$ cat src/rtl/mem_stage_if.sv
// Data-memory req/ack port between the MEM stage (master) and data memory (slave).
interface mem_stage_if #(
  parameter int unsigned AW = 32
);
  logic          mem_req;
  logic          mem_we;
  logic [AW-1:0] mem_addr;
  logic [31:0]   mem_wdata;
  logic [31:0]   mem_rdata;
  logic          mem_ack;

  modport master (
    output mem_req,
    output mem_we,
    output mem_addr,
    output mem_wdata,
    input  mem_rdata,
    input  mem_ack
  );

  modport slave (
    input  mem_req,
    input  mem_we,
    input  mem_addr,
    input  mem_wdata,
    output mem_rdata,
    output mem_ack
  );
endinterface

$ cat src/rtl/mem_stage.sv
// MIPS-R2000 memory-access stage: drives the data-memory req/ack port, produces the
// MEM/WB register, branch select and a stall that freezes upstream during an access.
module mem_stage #(
  parameter int unsigned TIMEOUT = 16,
  parameter int unsigned AW      = 32
) (
  input  logic        clk,
  input  logic        rst,
  input  logic [31:0] res,
  input  logic        zero,
  input  logic [31:0] write_data_ex,
  input  logic [4:0]  write_register_ex,
  input  logic [2:0]  m_MEM,
  input  logic [1:0]  wb_MEM,
  mem_stage_if.master mem,
  output logic        stall_mem,
  output logic        pc_src,
  output logic        addr_err,
  output logic        bus_err,
  output logic [31:0] read_data_wb,
  output logic [31:0] res_wb,
  output logic [4:0]  rd_WB,
  output logic [1:0]  wb_WB
);

  localparam int unsigned CntW = (TIMEOUT > 1) ? $clog2(TIMEOUT) : 1;

  typedef enum logic [1:0] {StIdle, StReq, StDone} state_e;

  state_e          state_q, state_d;
  logic [CntW-1:0] cnt_q, cnt_d;
  logic            req_q, req_d;
  logic            we_q, we_d;
  logic [AW-1:0]   addr_q, addr_d;
  logic [31:0]     wdata_q, wdata_d;
  logic [31:0]     buf_q, buf_d;
  logic            abort_q, abort_d;
  logic            addr_err_q, addr_err_d;
  logic            bus_err_q, bus_err_d;
  logic [31:0]     rdata_wb_q, rdata_wb_d;
  logic [31:0]     res_wb_q, res_wb_d;
  logic [4:0]      rd_wb_q, rd_wb_d;
  logic [1:0]      wb_wb_q, wb_wb_d;

  logic access, misaligned;

  assign access     = m_MEM[1] | m_MEM[0];
  assign misaligned = access & (res[1:0] != 2'b00);
  assign pc_src     = m_MEM[2] & zero;

  always_comb begin
    state_d    = state_q;
    cnt_d      = cnt_q;
    req_d      = req_q;
    we_d       = we_q;
    addr_d     = addr_q;
    wdata_d    = wdata_q;
    buf_d      = buf_q;
    abort_d    = abort_q;
    addr_err_d = 1'b0;
    bus_err_d  = 1'b0;
    rdata_wb_d = rdata_wb_q;
    res_wb_d   = res_wb_q;
    rd_wb_d    = rd_wb_q;
    wb_wb_d    = wb_wb_q;
    stall_mem  = 1'b0;

    unique case (state_q)
      StIdle: begin
        if (access && !misaligned) begin
          stall_mem = 1'b1;
          req_d     = 1'b1;
          // Read wins when both read and write are flagged.
          we_d      = m_MEM[0] & ~m_MEM[1];
          addr_d    = res[AW-1:0];
          wdata_d   = write_data_ex;
          cnt_d     = '0;
          state_d   = StReq;
        end else begin
          rdata_wb_d = 32'h0;
          res_wb_d   = res;
          rd_wb_d    = write_register_ex;
          wb_wb_d    = misaligned ? 2'b00 : wb_MEM;
          addr_err_d = misaligned;
        end
      end
      StReq: begin
        stall_mem = 1'b1;
        if (mem.mem_ack) begin
          buf_d   = mem.mem_rdata;
          req_d   = 1'b0;
          we_d    = 1'b0;
          state_d = StDone;
        end else if (cnt_q == CntW'(TIMEOUT - 1)) begin
          req_d     = 1'b0;
          we_d      = 1'b0;
          bus_err_d = 1'b1;
          buf_d     = 32'h0;
          abort_d   = 1'b1;
          state_d   = StDone;
        end else begin
          cnt_d = cnt_q + 1'b1;
        end
      end
      StDone: begin
        rdata_wb_d = buf_q;
        res_wb_d   = res;
        rd_wb_d    = write_register_ex;
        wb_wb_d    = abort_q ? 2'b00 : wb_MEM;
        abort_d    = 1'b0;
        state_d    = StIdle;
      end
      default: state_d = StIdle;
    endcase
  end

  always_ff @(posedge clk) begin
    if (rst) begin
      state_q    <= StIdle;
      cnt_q      <= '0;
      req_q      <= 1'b0;
      we_q       <= 1'b0;
      addr_q     <= '0;
      wdata_q    <= 32'h0;
      buf_q      <= 32'h0;
      abort_q    <= 1'b0;
      addr_err_q <= 1'b0;
      bus_err_q  <= 1'b0;
      rdata_wb_q <= 32'h0;
      res_wb_q   <= 32'h0;
      rd_wb_q    <= 5'h0;
      wb_wb_q    <= 2'b00;
    end else begin
      state_q    <= state_d;
      cnt_q      <= cnt_d;
      req_q      <= req_d;
      we_q       <= we_d;
      addr_q     <= addr_d;
      wdata_q    <= wdata_d;
      buf_q      <= buf_d;
      abort_q    <= abort_d;
      addr_err_q <= addr_err_d;
      bus_err_q  <= bus_err_d;
      rdata_wb_q <= rdata_wb_d;
      res_wb_q   <= res_wb_d;
      rd_wb_q    <= rd_wb_d;
      wb_wb_q    <= wb_wb_d;
    end
  end

  assign mem.mem_req   = req_q;
  assign mem.mem_we    = we_q;
  assign mem.mem_addr  = addr_q;
  assign mem.mem_wdata = wdata_q;
  assign addr_err      = addr_err_q;
  assign bus_err       = bus_err_q;
  assign read_data_wb  = rdata_wb_q;
  assign res_wb        = res_wb_q;
  assign rd_WB         = rd_wb_q;
  assign wb_WB         = wb_wb_q;

endmodule

$ cat src/flat_wrapper.sv
// flat-port wrapper written by rule: the top's interface ports become plain ports
module mem_stage_flat 
#(
  parameter int unsigned TIMEOUT = 16,
  parameter int unsigned AW      = 32
)
  (clk, rst, res, zero, write_data_ex, write_register_ex, m_MEM, wb_MEM, stall_mem, pc_src, addr_err, bus_err, read_data_wb, res_wb, rd_WB, wb_WB, mem_mem_req, mem_mem_we, mem_mem_addr, mem_mem_wdata, mem_mem_rdata, mem_mem_ack);
  mem_stage_if #(.AW(AW)) mem_i ();
  input  logic clk;
  input  logic rst;
  input  logic [31:0] res;
  input  logic zero;
  input  logic [31:0] write_data_ex;
  input  logic [4:0] write_register_ex;
  input  logic [2:0] m_MEM;
  input  logic [1:0] wb_MEM;
  output logic stall_mem;
  output logic pc_src;
  output logic addr_err;
  output logic bus_err;
  output logic [31:0] read_data_wb;
  output logic [31:0] res_wb;
  output logic [4:0] rd_WB;
  output logic [1:0] wb_WB;
  output wire logic [$bits(mem_i.mem_req)-1:0] mem_mem_req;
  output wire logic [$bits(mem_i.mem_we)-1:0] mem_mem_we;
  output wire logic [$bits(mem_i.mem_addr)-1:0] mem_mem_addr;
  output wire logic [$bits(mem_i.mem_wdata)-1:0] mem_mem_wdata;
  input wire logic [$bits(mem_i.mem_rdata)-1:0] mem_mem_rdata;
  input wire logic [$bits(mem_i.mem_ack)-1:0] mem_mem_ack;
  assign mem_mem_req = mem_i.mem_req;
  assign mem_mem_we = mem_i.mem_we;
  assign mem_mem_addr = mem_i.mem_addr;
  assign mem_mem_wdata = mem_i.mem_wdata;
  assign mem_i.mem_rdata = mem_mem_rdata;
  assign mem_i.mem_ack = mem_mem_ack;
  mem_stage #(.TIMEOUT(TIMEOUT), .AW(AW)) u_core (.clk(clk), .rst(rst), .res(res), .zero(zero), .write_data_ex(write_data_ex), .write_register_ex(write_register_ex), .m_MEM(m_MEM), .wb_MEM(wb_MEM), .mem(mem_i), .stall_mem(stall_mem), .pc_src(pc_src), .addr_err(addr_err), .bus_err(bus_err), .read_data_wb(read_data_wb), .res_wb(res_wb), .rd_WB(rd_WB), .wb_WB(wb_WB));
endmodule
$ cat config.mk
export PLATFORM = sky130hd
export DESIGN_NAME = mem_stage_flat
export DESIGN_NICKNAME = d
export VERILOG_FILES = /design/src/rtl/mem_stage_if.sv /design/src/rtl/mem_stage.sv /design/src/flat_wrapper.sv
export SDC_FILE = /design/constraint.sdc
export NUM_CORES = 1
export LEC_CHECK = 0
export ABC_AREA = 1
export CAP_MARGIN = 25
export CORE_MARGIN = 8
export CORE_UTILIZATION = 36
export DETAILED_ROUTE_END_ITERATION = 10
export PLACE_DENSITY = 0.64
export SYNTH_ARGS = -nofsm -noshare
export SYNTH_HDL_FRONTEND = slang
export SYNTH_SLANG_ARGS = --single-unit
$ cat constraint.sdc
create_clock -name clk -period 1.4 [get_ports clk]
set_input_delay 0.21 -clock clk [delete_from_list [all_inputs] [get_ports clk]]
set_output_delay 0.21 -clock clk [all_outputs]
set_load 0.01 [all_outputs]
## After elaboration in Yosys (flattened, before gate mapping)

Index checks and enable logic that the tools add are counted.

- Bits in registers: 178
- Input port bits: 110
- Output and inout port bits: 141
- Logic and storage cells: 80

- $add $sub $neg: 1
- Equal/unequal tests: 9
- Muxes and demuxes: 32
- Bitwise operators: 7
- Reduce and logical (&&, ||, !) cells: 17

Operator list:

| operator | number |
|---|---|
| two-way mux 32 bit | 4 |
| one-hot mux 32 bit (2 select lines) | 2 |
| two-way mux 2 bit | 6 |
| two-way mux 4 bit | 3 |
| one-hot mux 5 bit (2 select lines) | 1 |
| nonzero test 2 bit | 5 |
| two-way mux 1 bit | 8 |
| one-hot mux 1 bit (2 select lines) | 4 |
| one-hot mux 2 bit (2 select lines) | 2 |
| one-hot mux 4 bit (2 select lines) | 1 |
| AND reduction 2 bit | 4 |
| != test 2 bit (second input constant) | 3 |
| AND reduction 3 bit | 2 |
| OR reduction 3 bit | 2 |
| two-way mux 5 bit | 1 |
| adder 4 x 1 -> 4 bit (second input constant) | 1 |
| equality test 4 bit (second input constant) | 1 |
| != test 2 x 1 -> 1 bit (second input constant) | 2 |
| AND reduction 4 bit | 1 |
| bitwise AND 1 bit | 3 |
| != test 3 x 2 -> 1 bit (second input constant) | 1 |
| inverter 1 bit | 3 |
| equality test 2 x 1 -> 1 bit (second input constant) | 1 |
| equality test 2 bit (second input constant) | 1 |
| 4 further kinds | 4 |

## Longest topological paths before layout

Gate-level depths: netlist of run 1.

- Depth after elaboration: 6
- Mapped depth: 9
- Gate-level depth less buffers: 8

## Least setup slack after synthesis of run 1

OpenSTA, ideal clock, no wires.

- Kind: reg-to-output
- From: register u_core.state_q[1]
- To: output port stall_mem
- Data arrival time: 1.071 ns
- Required time: 1.190 ns
- Path slack: 0.119 ns
- Cell stages (with the launch flop): 6
- Path buffers: 2
- Cell sequence: dfxtp_1 -> nor2_4 -> nand3_4 -> buf_4 -> buf_2 -> nand2_1

- Word-level cells in the longest chain between the ends: 2
- Elaborated cells between the ends (all ways): 3
- Classes of those cells: eq/ne (1); mux (1); reduce/logical (1)

RTL lines:

| item | line | text |
|---|---|---|
| start: declaration | mem_stage.sv:30 | `state_e state_q, state_d;` |
| start signal: assignment | mem_stage.sv:119 | `state_q <= StIdle;` |
| start signal: assignment | mem_stage.sv:134 | `state_q <= state_d;` |
| equality test 2 x 1 -> 1 bit or logical NOT 2 bit (tied branches) | mem_stage.sv:68 | `unique case (state_q)` |
| one-hot mux 1 bit (2 select lines) (*) | mem_stage.sv:68 |  |
| end: declaration | flat_wrapper.sv:17 | `output logic stall_mem;` |

Every way passes the cells marked *; elsewhere a longest branch is shown, timed or not.

## Worst setup path after layout of run 1

Same ends and word-level chain as after synthesis.

==> results of run 1 <==
-- worst register-to-register path, stage by stage (launching register included) --
cell	delay (ns)
dfxtp_2	0.35
ha_2	0.21
nand3_2	0.11
nand2_2	0.11
nand2_4	0.09
buf_4	0.19
nand2_1	0.06
a21oi_1	0.06
-- logic make-up after synthesis --
logic type,after synthesis,synth area share (%)
AOI/OAI and AO/OA,232,17.9
adders and majority gates,1,0.192
buffers and inverters,141,9.14
DFF,178,54.8
and+or+nand+nor,265,17.9
-- area by class of cell --
cell class | count | area (um2)
Clock buffer | 17 | 425
Sequential cell | 178 | 3570
Timing Repair Buffer | 290 | 2900
Inverter | 80 | 300
Multi-Input combinational cell | 498 | 2390
Tap cell | 229 | 287
Fill cell | 1726 | 7810
Clock inverter | 15 | 168
-- cells in the final DEF, fill, tap and decap left out, types with 2 or more instances in the layout --
master             n
a21oi_1          169
buf_12            11
buf_4             21
buf_6              3
clkbuf_16         23
clkdlybuf4s50_1  105
clkinv_4           4
clkinvlp_4         2
dfxtp_1          175
dfxtp_2            3
dlygate4sd2_1    142
inv_1             78
inv_2              2
inv_6              3
inv_8              4
nand2_1          157
nand2_4            4
nand3_1           77
nand3_2            2
nand3b_1           4
nand4_1            2
nor2_1            10
nor2_4             2
nor3_1             2
o21ai_0           42
o21ai_1           19
-- sequential cells by signal, indices dropped and copies added, names as in the netlist, 2 cells and up --
register / count
u_core.state_q: 2
u_core.cnt_q: 4
u_core.mem.mem_wdata: 32
u_core.wb_WB: 2
u_core.res_wb: 32
u_core.read_data_wb: 32
u_core.buf_q: 32
u_core.mem.mem_addr: 32
u_core.rd_WB: 5
-- metrics by stage --
step	TNS (ns)	instance area, um2
2_1_floorplan	0	6500
4_1_cts	-0.0283	9810
5_1_grt	-0.109	10000
3_5_place_dp	-52.19	9390
6_report	0	10000
3_3_place_gp	-48.77	9390
-- worst max-delay path by stage --
stage / start / to / slack [ns] / cells past startpoint
after floorplan: u_core.state_q[1] / stall_mem / 0.12 / 5
after global placement: res[0] / stall_mem / -0.45 / 6
after detailed placement: res[0] / stall_mem / -0.49 / 6
after CTS: u_core.state_q[1] / stall_mem / -0.03 / 4
after global routing: u_core.state_q[1] / stall_mem / -0.05 / 4
final: u_core.state_q[1] / stall_mem / 0.009 / 4
-- routing by layer --
metal | global-route usage (%) | part of all wire, %
met1 | 21.4 | 42
met2 | 27.7 | 46
met3 | 6.88 | 9.6
met4 | 5.85 | 1.9
met5 | 0 | 0.038
-- cells in the mapped netlist, drive strengths merged --
| master | count | share of area, % |
|---|---|---|
| nand2 | 163 | 9.6 |
| buf | 37 | 3.1 |
| nand3 | 80 | 6.4 |
| clkbuf | 24 | 1.4 |
| o21ai | 62 | 4.8 |
| a21boi | 1 | 0.12 |
| nor3 | 2 | 0.15 |
| inv | 80 | 4.6 |
| nand4 | 2 | 0.19 |
| a21oi | 169 | 13 |
| nor4 | 1 | 0.096 |
| nand3b | 4 | 0.46 |
| nor2 | 13 | 1.0 |
| ha | 1 | 0.19 |
| dfxtp | 178 | 55 |
-- timing repair --
| item | 4_1_cts | 5_1_grt |
|---|---|---|
| pin swaps | 1 | 2 |
| setup endpoints to repair | 143 | 122 |
| buffers inserted | 0 | 1 |
| gates resized for setup | 151 | 35 |
| gates cloned | 0 | 6 |
-- power groups by stage --
stage | combinational (mW) | clock (mW) | sequential, mW
after detailed placement | 1.68 | 0 | 5.55
final | 1.63 | 4.77 | 5.42
after floorplan | 0.562 | 0 | 5.64
after CTS | 1.53 | 4.91 | 5.42
after global routing | 1.79 | 5.12 | 5.45
after global placement | 1.67 | 0 | 5.54
==> impl_metrics.tcl, run 1 <==
set metrics [dict create \
    ys_ff_latch 178 \
    worstPathMaxFanout 4 \
    swShare_pct 26.6 \
    outcome "finished, final reports clean" \
    final_nets 1176 \
    reg2regPathDepth 7 \
    setup_violations 0 \
    routedWlPerCell_um 16.2 \
    synth_nets 928 \
    critical_path.max_stage_delay_ns 0.35 \
    max_freq_ghz 0.719 \
    die-width_um 150 \
    ys_warn_count 0 \
    grt_usage_pct 17.5 \
    slew_viol_final 0 \
    crit_type "reg -> out" \
    comb_power_share_pct 13.8 \
    crit_path_top_delay_cell "dfxtp_2" \
    cp-end-kind "output pin" \
    netlist_area_um2 6500 \
    path_delay_family "flip-flops" \
    min-delay-start "m_MEM[1]" \
    cts_hold_buf 0 \
    gp_congestion 0.752 \
    die_area_um2 22600 \
    rsz0062_at_grt "yes" \
    cp-start-kind "register" \
    antenna_found_initial 1 \
    final_core_util_pct 56.2 \
    detail-route-antenna-nets 0 \
    hold_slack_ns 0.156 \
    io_buffers 250 \
    n_antenna_cell 0 \
    reg2reg_to "u_core.buf_q[29]" \
    finClkSkew_ns 0.00953 \
    seq_power_share_pct 45.8 \
    drv_cap 0 \
    slew_headroom_pct 67.3 \
    routed_wirelength_mm 21.2 \
    firstDrtPassIters 4 \
    cts.sinks 178 \
    reg2reg_from "u_core.cnt_q[1]" \
    cts-root-buf "clkbuf_16" \
    grt_pass1_wl_mm 31.6 \
    tightest_slew_ns 0.491 \
    io_pins 251 \
    layout_worst_path_cycle_share_pct 99.3 \
    critPathBufInv 1 \
    setup_ws_ns 0.00942 \
    p_per_area_nw_per_um2 1180 \
    ir_drop_mv 1.13 \
    clock_latency_ns 0.42 \
    p_int_mw 8.67 \
    path_cells "nor2_4 > nand3_4 > nand2_1 > buf_4" \
    htree_levels 4 \
    cts.clk_slew.worst_paths_ns 0.07 \
    drt_iter0_drc 283 \
    routed_via_density 4.78 \
    fin_cells 1307 \
    dp_hpwl_mm 13.8 \
    core_area_um2 17800 \
    syn_to_final_growth_pct 54.4 \
    ys_seq_area_share_pct 54.8 \
    layout-drive-gt1-share_pct 8.63 \
    via_count 6246 \
    r2r_slack_ns 0.10 \
    grt_pass1_vias 5925 \
    drc 0 \
    yosysUniqueCellTypes 24 \
    fin_total_pwr_mw 11.8 \
    critPathArrivalTime_ns 1.18 \
    dp_slack_ns -0.493 \
    cts.path.max_buffers 2 \
    grt_max_degree 108 \
    cts_tree "yes" \
    dpl.cell_count 1268 \
    switchingPower_mw 3.15 \
    hp-class "in -> reg" \
    syn_inst 817 \
    start_util_pct 36.4 \
    clock_power_share_pct 40.3 \
    cp_data_required_time_ns 1.19 \
    whs_endpoint "u_core.mem.mem_we" \
    grt.overflow.total 0 \
    placementRows 49 \
    period_minus_slack_ns 1.39 \
    hold_viol 0 \
    die_h_um 150 \
    p_leak_nw 4.39 \
    numCtsBuffers 17 \
    syn_area_per_cell_um2 7.95 \
    worstHoldPathCells 4 \
]
Power figures use the tool's default switching activity.
==> run 2: changes to the inputs <==
--- a/config.mk
+++ b/config.mk
@@ -14,3 +14,4 @@
 export SYNTH_ARGS = -nofsm -noshare
 export SYNTH_HDL_FRONTEND = slang
 export SYNTH_SLANG_ARGS = --single-unit
+export TNS_END_PERCENT = 10
==> run 2 against run 1 <==
Register-to-register slack lost 0.03 ns. Global-route usage unchanged. Sequential cell count stayed put. Sequential share of layout area grew 0.17 points. Die area did not move. Critical path type unchanged. Largest power group unchanged.
==> impl_metrics.tcl, run 2 (same netlist as run 1, synthesis figures left out) <==
set metrics [dict create \
    dpl.cell_count 1268 \
    detail-route-antenna-nets 0 \
    clock_power_share_pct 40.4 \
    htree_levels 4 \
    grt_max_degree 108 \
    drt_iter0_drc 285 \
    comb_power_share_pct 13.6 \
    fin_cells 1305 \
    worstPathMaxFanout 4 \
    rsz0062_at_grt "yes" \
    path_delay_family "flip-flops" \
    io_buffers 250 \
    setup_violations 0 \
    layout_common_cells "dfxtp_1, a21oi_1, nand2_1" \
    routedWlPerCell_um 15.9 \
    critPathArrivalTime_ns 1.18 \
    via_count 6249 \
    drv_cap 0 \
    die_h_um 150 \
    hold_slack_ns 0.209 \
    slew_viol_final 0 \
    layout_worst_path_cycle_share_pct 99.6 \
    core_area_um2 17800 \
    tightest_slew_ns 0.495 \
    clock_latency_ns 0.43 \
    layout_commonest_cell "dfxtp_1" \
    cts.path.max_buffers 2 \
    routed_via_density 4.79 \
    switchingPower_mw 3.14 \
    die_area_um2 22600 \
    p_per_area_nw_per_um2 1180 \
    firstDrtPassIters 4 \
    grt.overflow.total 0 \
    antenna_found_initial 1 \
    hold_viol 0 \
    routed_wirelength_mm 20.8 \
    io_pins 251 \
    layout-drive-gt1-share_pct 8.55 \
    crit_path_top_delay_cell "dfxtp_2" \
    cts_hold_buf 0 \
    grt_pass1_wl_mm 31.6 \
    p_leak_nw 4.35 \
    slew_headroom_pct 67.0 \
    finClkSkew_ns 0.00947 \
    cts.sinks 178 \
    gp_congestion 0.752 \
    syn_to_final_growth_pct 53.7 \
    nFillCells 1733 \
    period_minus_slack_ns 1.39 \
    cp_data_required_time_ns 1.19 \
    placementRows 49 \
    cts_tree "yes" \
    outcome "finished, final reports clean" \
    numCtsBuffers 17 \
    critPathBufInv 1 \
    drc 0 \
    critical_path.max_stage_delay_ns 0.35 \
    p_int_mw 8.66 \
    grt_pass1_vias 5925 \
    final_nets 1174 \
    fin_total_pwr_mw 11.8 \
    cts.clk_slew.worst_paths_ns 0.07 \
    die-width_um 150 \
    n_antenna_cell 0 \
    path_cells "nor2_4 > nand3_4 > nand2_1 > buf_4" \
    start_util_pct 36.4 \
    crit_type "reg -> out" \
    ir_drop_mv 1.12 \
    hp-class "in -> reg" \
    seq_power_share_pct 45.9 \
    swShare_pct 26.6 \
    cp-start-kind "register" \
    cp-end-kind "output pin" \
    cts-root-buf "clkbuf_16" \
    dp_hpwl_mm 13.8 \
    grt_usage_pct 17.5 \
    max_freq_ghz 0.717 \
]
## run 2: changes by cell type in the layout (fill, tap and decap cells not counted), sizes merged
cell,previous run,this run
buf,36,35
clkdlybuf4s50,105,106
dlymetal6s2s,1,0
clkbuf,23,22
## run 2: path summary, 6_finish.rpt
kind                            slack (ns)  cells after the start                       end                      from
worst min-delay path                  0.21                      3          u_core.res_wb[0]                    res[0]
worst max register to register        0.07                      6  u_core.mem.mem_wdata[28]         u_core.state_q[1]
worst min register to register        0.44                      2  u_core.mem.mem_wdata[17]  u_core.mem.mem_wdata[17]
worst max-delay path                 0.006                      4                 stall_mem         u_core.state_q[1]
## run 2: layout make-up
cell class | instances | area [um2] | share of cell area [%]
Timing Repair Buffer | 288 | 2850 | 28.5
Inverter | 80 | 300 | 3.01
Clock buffer | 17 | 425 | 4.26
Sequential cell | 178 | 3570 | 35.7
Multi-Input combinational cell | 498 | 2390 | 23.9
Tap cell | 229 | 287 | 2.87
Clock inverter | 15 | 168 | 1.68
## run 2: power by group through the flow
stage / combinational [mW] / sequential (mW) / clock [mW]
floorplan: 0.562 / 5.64 / 0
global placement: 1.67 / 5.54 / 0
detailed placement: 1.68 / 5.55 / 0
CTS: 1.53 / 5.42 / 4.91
global route: 1.77 / 5.45 / 5.12
finish: 1.61 / 5.42 / 4.77
## run 2: worst reg2reg max path, delay by kind of cell, from the launching register on
family | cells | cell delay (ns)
buffers and inverters | 2 | 0.38
AO/OA/AOI/OAI | 2 | 0.27
AND/OR/NAND/NOR | 2 | 0.23
flip-flops | 1 | 0.35
## run 2: stage by stage
stage                     setup TNS, ns  setup slack, ns  instance area, um2  util, %
final                                 0          0.00561                9990     56.0
after global routing              -1.27          -0.0479                9990     56.0
after CTS                       -0.0283          -0.0283                9800     55.0
after detailed placement         -52.19           -0.493                9390     52.6
after global placement           -48.77           -0.455                9390     52.6
after floorplan                       0            0.119                6500        -
## run 2: metal layers
metal  vias up  wire length, um  share of wire (%)  track usage (%)
met5         -                8              0.038                0
met4         2              415                2.0             5.85
met3        26             2000                9.6             6.88
met2       184             9620                 46             27.7
met1      2870             8770                 42             21.4
li1       3167                -                  -                -
## run 2: what timing repair did
item	CTS	global route
pin swaps	1	2
endpoints found under the hold margin	0	0
cloned	0	5
endpoints found under the setup margin	143	122
buffers inserted	0	0
gates resized for setup	149	31
==> run 3: changes to the inputs <==
--- a/config.mk
+++ b/config.mk
@@ -10,7 +10,7 @@
 export CORE_MARGIN = 8
 export CORE_UTILIZATION = 36
 export DETAILED_ROUTE_END_ITERATION = 10
-export PLACE_DENSITY = 0.64
+export PLACE_DENSITY = 0.72
 export SYNTH_ARGS = -nofsm -noshare
 export SYNTH_HDL_FRONTEND = slang
 export SYNTH_SLANG_ARGS = --single-unit
==> constraint.sdc (replaced) <==
create_clock -name clk -period 1.3 [get_ports clk]
set_input_delay 0.195 -clock clk [delete_from_list [all_inputs] [get_ports clk]]
set_output_delay 0.195 -clock clk [all_outputs]
set_load 0.01 [all_outputs]
==> run 3 against run 2 <==
The run now ends with setup timing left. Sequential cell count did not move. Die area did not move. Routed wire length fell by 1.8%. Clock skew rose by 0.0050 ns. Core utilization rose by 0.56 points. Power rose by 6.7%. Critical path type unchanged. Critical endpoint unchanged. Largest power group unchanged.
==> impl_metrics.tcl, run 3 (same netlist as run 1, synthesis figures left out) <==
set metrics [dict create \
    io_buffers 250 \
    dp_hpwl_mm 14.2 \
    core_area_um2 17800 \
    layout_common_cells "dfxtp_1, nand2_1, a21oi_1" \
    numCtsBuffers 17 \
    io_pins 251 \
    start_util_pct 36.4 \
    cp-start-kind "register" \
    finClkSkew_ns 0.0144 \
    die-width_um 150 \
    routed_wirelength_mm 20.4 \
    routed_via_density 4.77 \
    crit_path_top_delay_cell "dfxtp_4" \
    grt_use_met3_pct 6.13 \
    p_leak_nw 4.33 \
    p_per_area_nw_per_um2 1250 \
    die_area_um2 22600 \
    detail-route-antenna-nets 0 \
    drc 0 \
    via_count 6245 \
    layout_worst_path_cycle_share_pct 107 \
    hold_viol 0 \
    layout_commonest_cell "dfxtp_1" \
    nFillCells 1649 \
    cts_tree "yes" \
    path_delay_family "flip-flops" \
    critPathBufInv 1 \
    setup_ws_ns -0.0932 \
    slew_headroom_pct 71.6 \
    hold_slack_ns 0.195 \
    ir_drop_mv 0.930 \
    rsz0062_at_grt "yes" \
    fin_cells 1310 \
    grt_usage_pct 17.0 \
    final_core_util_pct 56.5 \
    cp-end-kind "output pin" \
    syn_to_final_growth_pct 55.2 \
    path_cells "nor2_4 > nand3_4 > nand2_4 > buf_6" \
    cp_data_required_time_ns 1.11 \
    final_nets 1178 \
    fin_total_pwr_mw 12.6 \
    period_minus_slack_ns 1.39 \
    gp_congestion 0.775 \
    cts.path.max_buffers 2 \
    grt_max_degree 85 \
    crit_type "reg -> out" \
    grt.busiest_layer "met2" \
    grt_util_met1_pct 20.1 \
    drt_iter0_drc 255 \
    cts_hold_buf 0 \
    hp-class "in -> reg" \
    antenna_found_initial 0 \
    cts-root-buf "clkbuf_16" \
    firstDrtPassIters 5 \
    layout-drive-gt1-share_pct 10.9 \
    max_freq_ghz 0.718 \
    die_h_um 150 \
    critPathArrivalTime_ns 1.20 \
    worstPathMaxFanout 4 \
    gr-usage-met2_pct 27.8 \
    grt.overflow.total 0 \
    grt_pass1_wl_mm 30.7 \
    setup_violations 53 \
    slew_viol_final 0 \
    tightest_slew_ns 0.426 \
    cts.clk_slew.worst_paths_ns 0.07 \
    critical_path.max_stage_delay_ns 0.36 \
    clock_latency_ns 0.42 \
    routedWlPerCell_um 15.6 \
    cts.sinks 178 \
    outcome "complete, but fails checks" \
    dpl.cell_count 1274 \
    htree_levels 4 \
    drv_cap 0 \
    violations "setup timing" \
    grt_pass1_vias 5841 \
    placementRows 49 \
]
run 3: timing repair:
item	in CTS	in global routing
setup buffers	0	1
pin swaps	10	17
gates cloned	0	2
gates resized for setup	157	119
endpoints found under the setup margin	313	185
run 3: routing by layer:
| metal | up-vias | share of wire (%) |
|---|---|---|
| met2 | 178 | 48 |
| met3 | 22 | 9.2 |
| li1 | 3177 | - |
| met1 | 2868 | 41 |
| met5 | - | 0 |
| met4 | 0 | 1.9 |
run 3: final timing paths:
check	start	end	slack (ns)	depth (start not counted)
worst max register to register	u_core.state_q[1]	u_core.buf_q[17]	-0.02	8
worst min-delay path	rst	u_core.mem.mem_addr[8]	0.19	4
worst max-delay path	u_core.state_q[0]	stall_mem	-0.09	4
worst min register to register	u_core.mem.mem_addr[18]	u_core.mem.mem_addr[18]	0.44	2
run 3: metrics by stage:
| stage | area [um2] | TNS, ns | worst slack (ns) |
|---|---|---|---|
| after global placement | 9380 | -69.39 | -0.603 |
| after global routing | 10100 | -9.94 | -0.138 |
| final | 10100 | -1.33 | -0.0932 |
| after floorplan | 6500 | 0 | 0.0340 |
| after detailed placement | 9380 | -77.64 | -0.621 |
| after CTS | 9820 | -3.20 | -0.147 |
run 3: where the power goes:
| group | switching (mW) | internal [mW] | total, mW |
|---|---|---|---|
| logic | 0.877 | 0.890 | 1.77 |
| clock network | 2.22 | 2.77 | 4.99 |
| registers | 0.120 | 5.71 | 5.83 |
| total | 3.22 | 9.38 | 12.6 |
run 3: cell type report:
class	instances	area (um2)	area share, %
sequential	178	3570	35.4
tap	229	287	2.84
antenna	1	2.50	0.0248
timing repair buffer	292	2890	28.6
inverter	80	300	2.98
clock inverter	13	123	1.22
multi-input combinational	498	2470	24.5
clock buffer	19	453	4.49
run 3: tightest hold or removal path, cell delays in order:
cell,delay (ns)
buf_4,0.11
inv_2,0.13
o21ai_2,0.09
a21oi_1,0.04
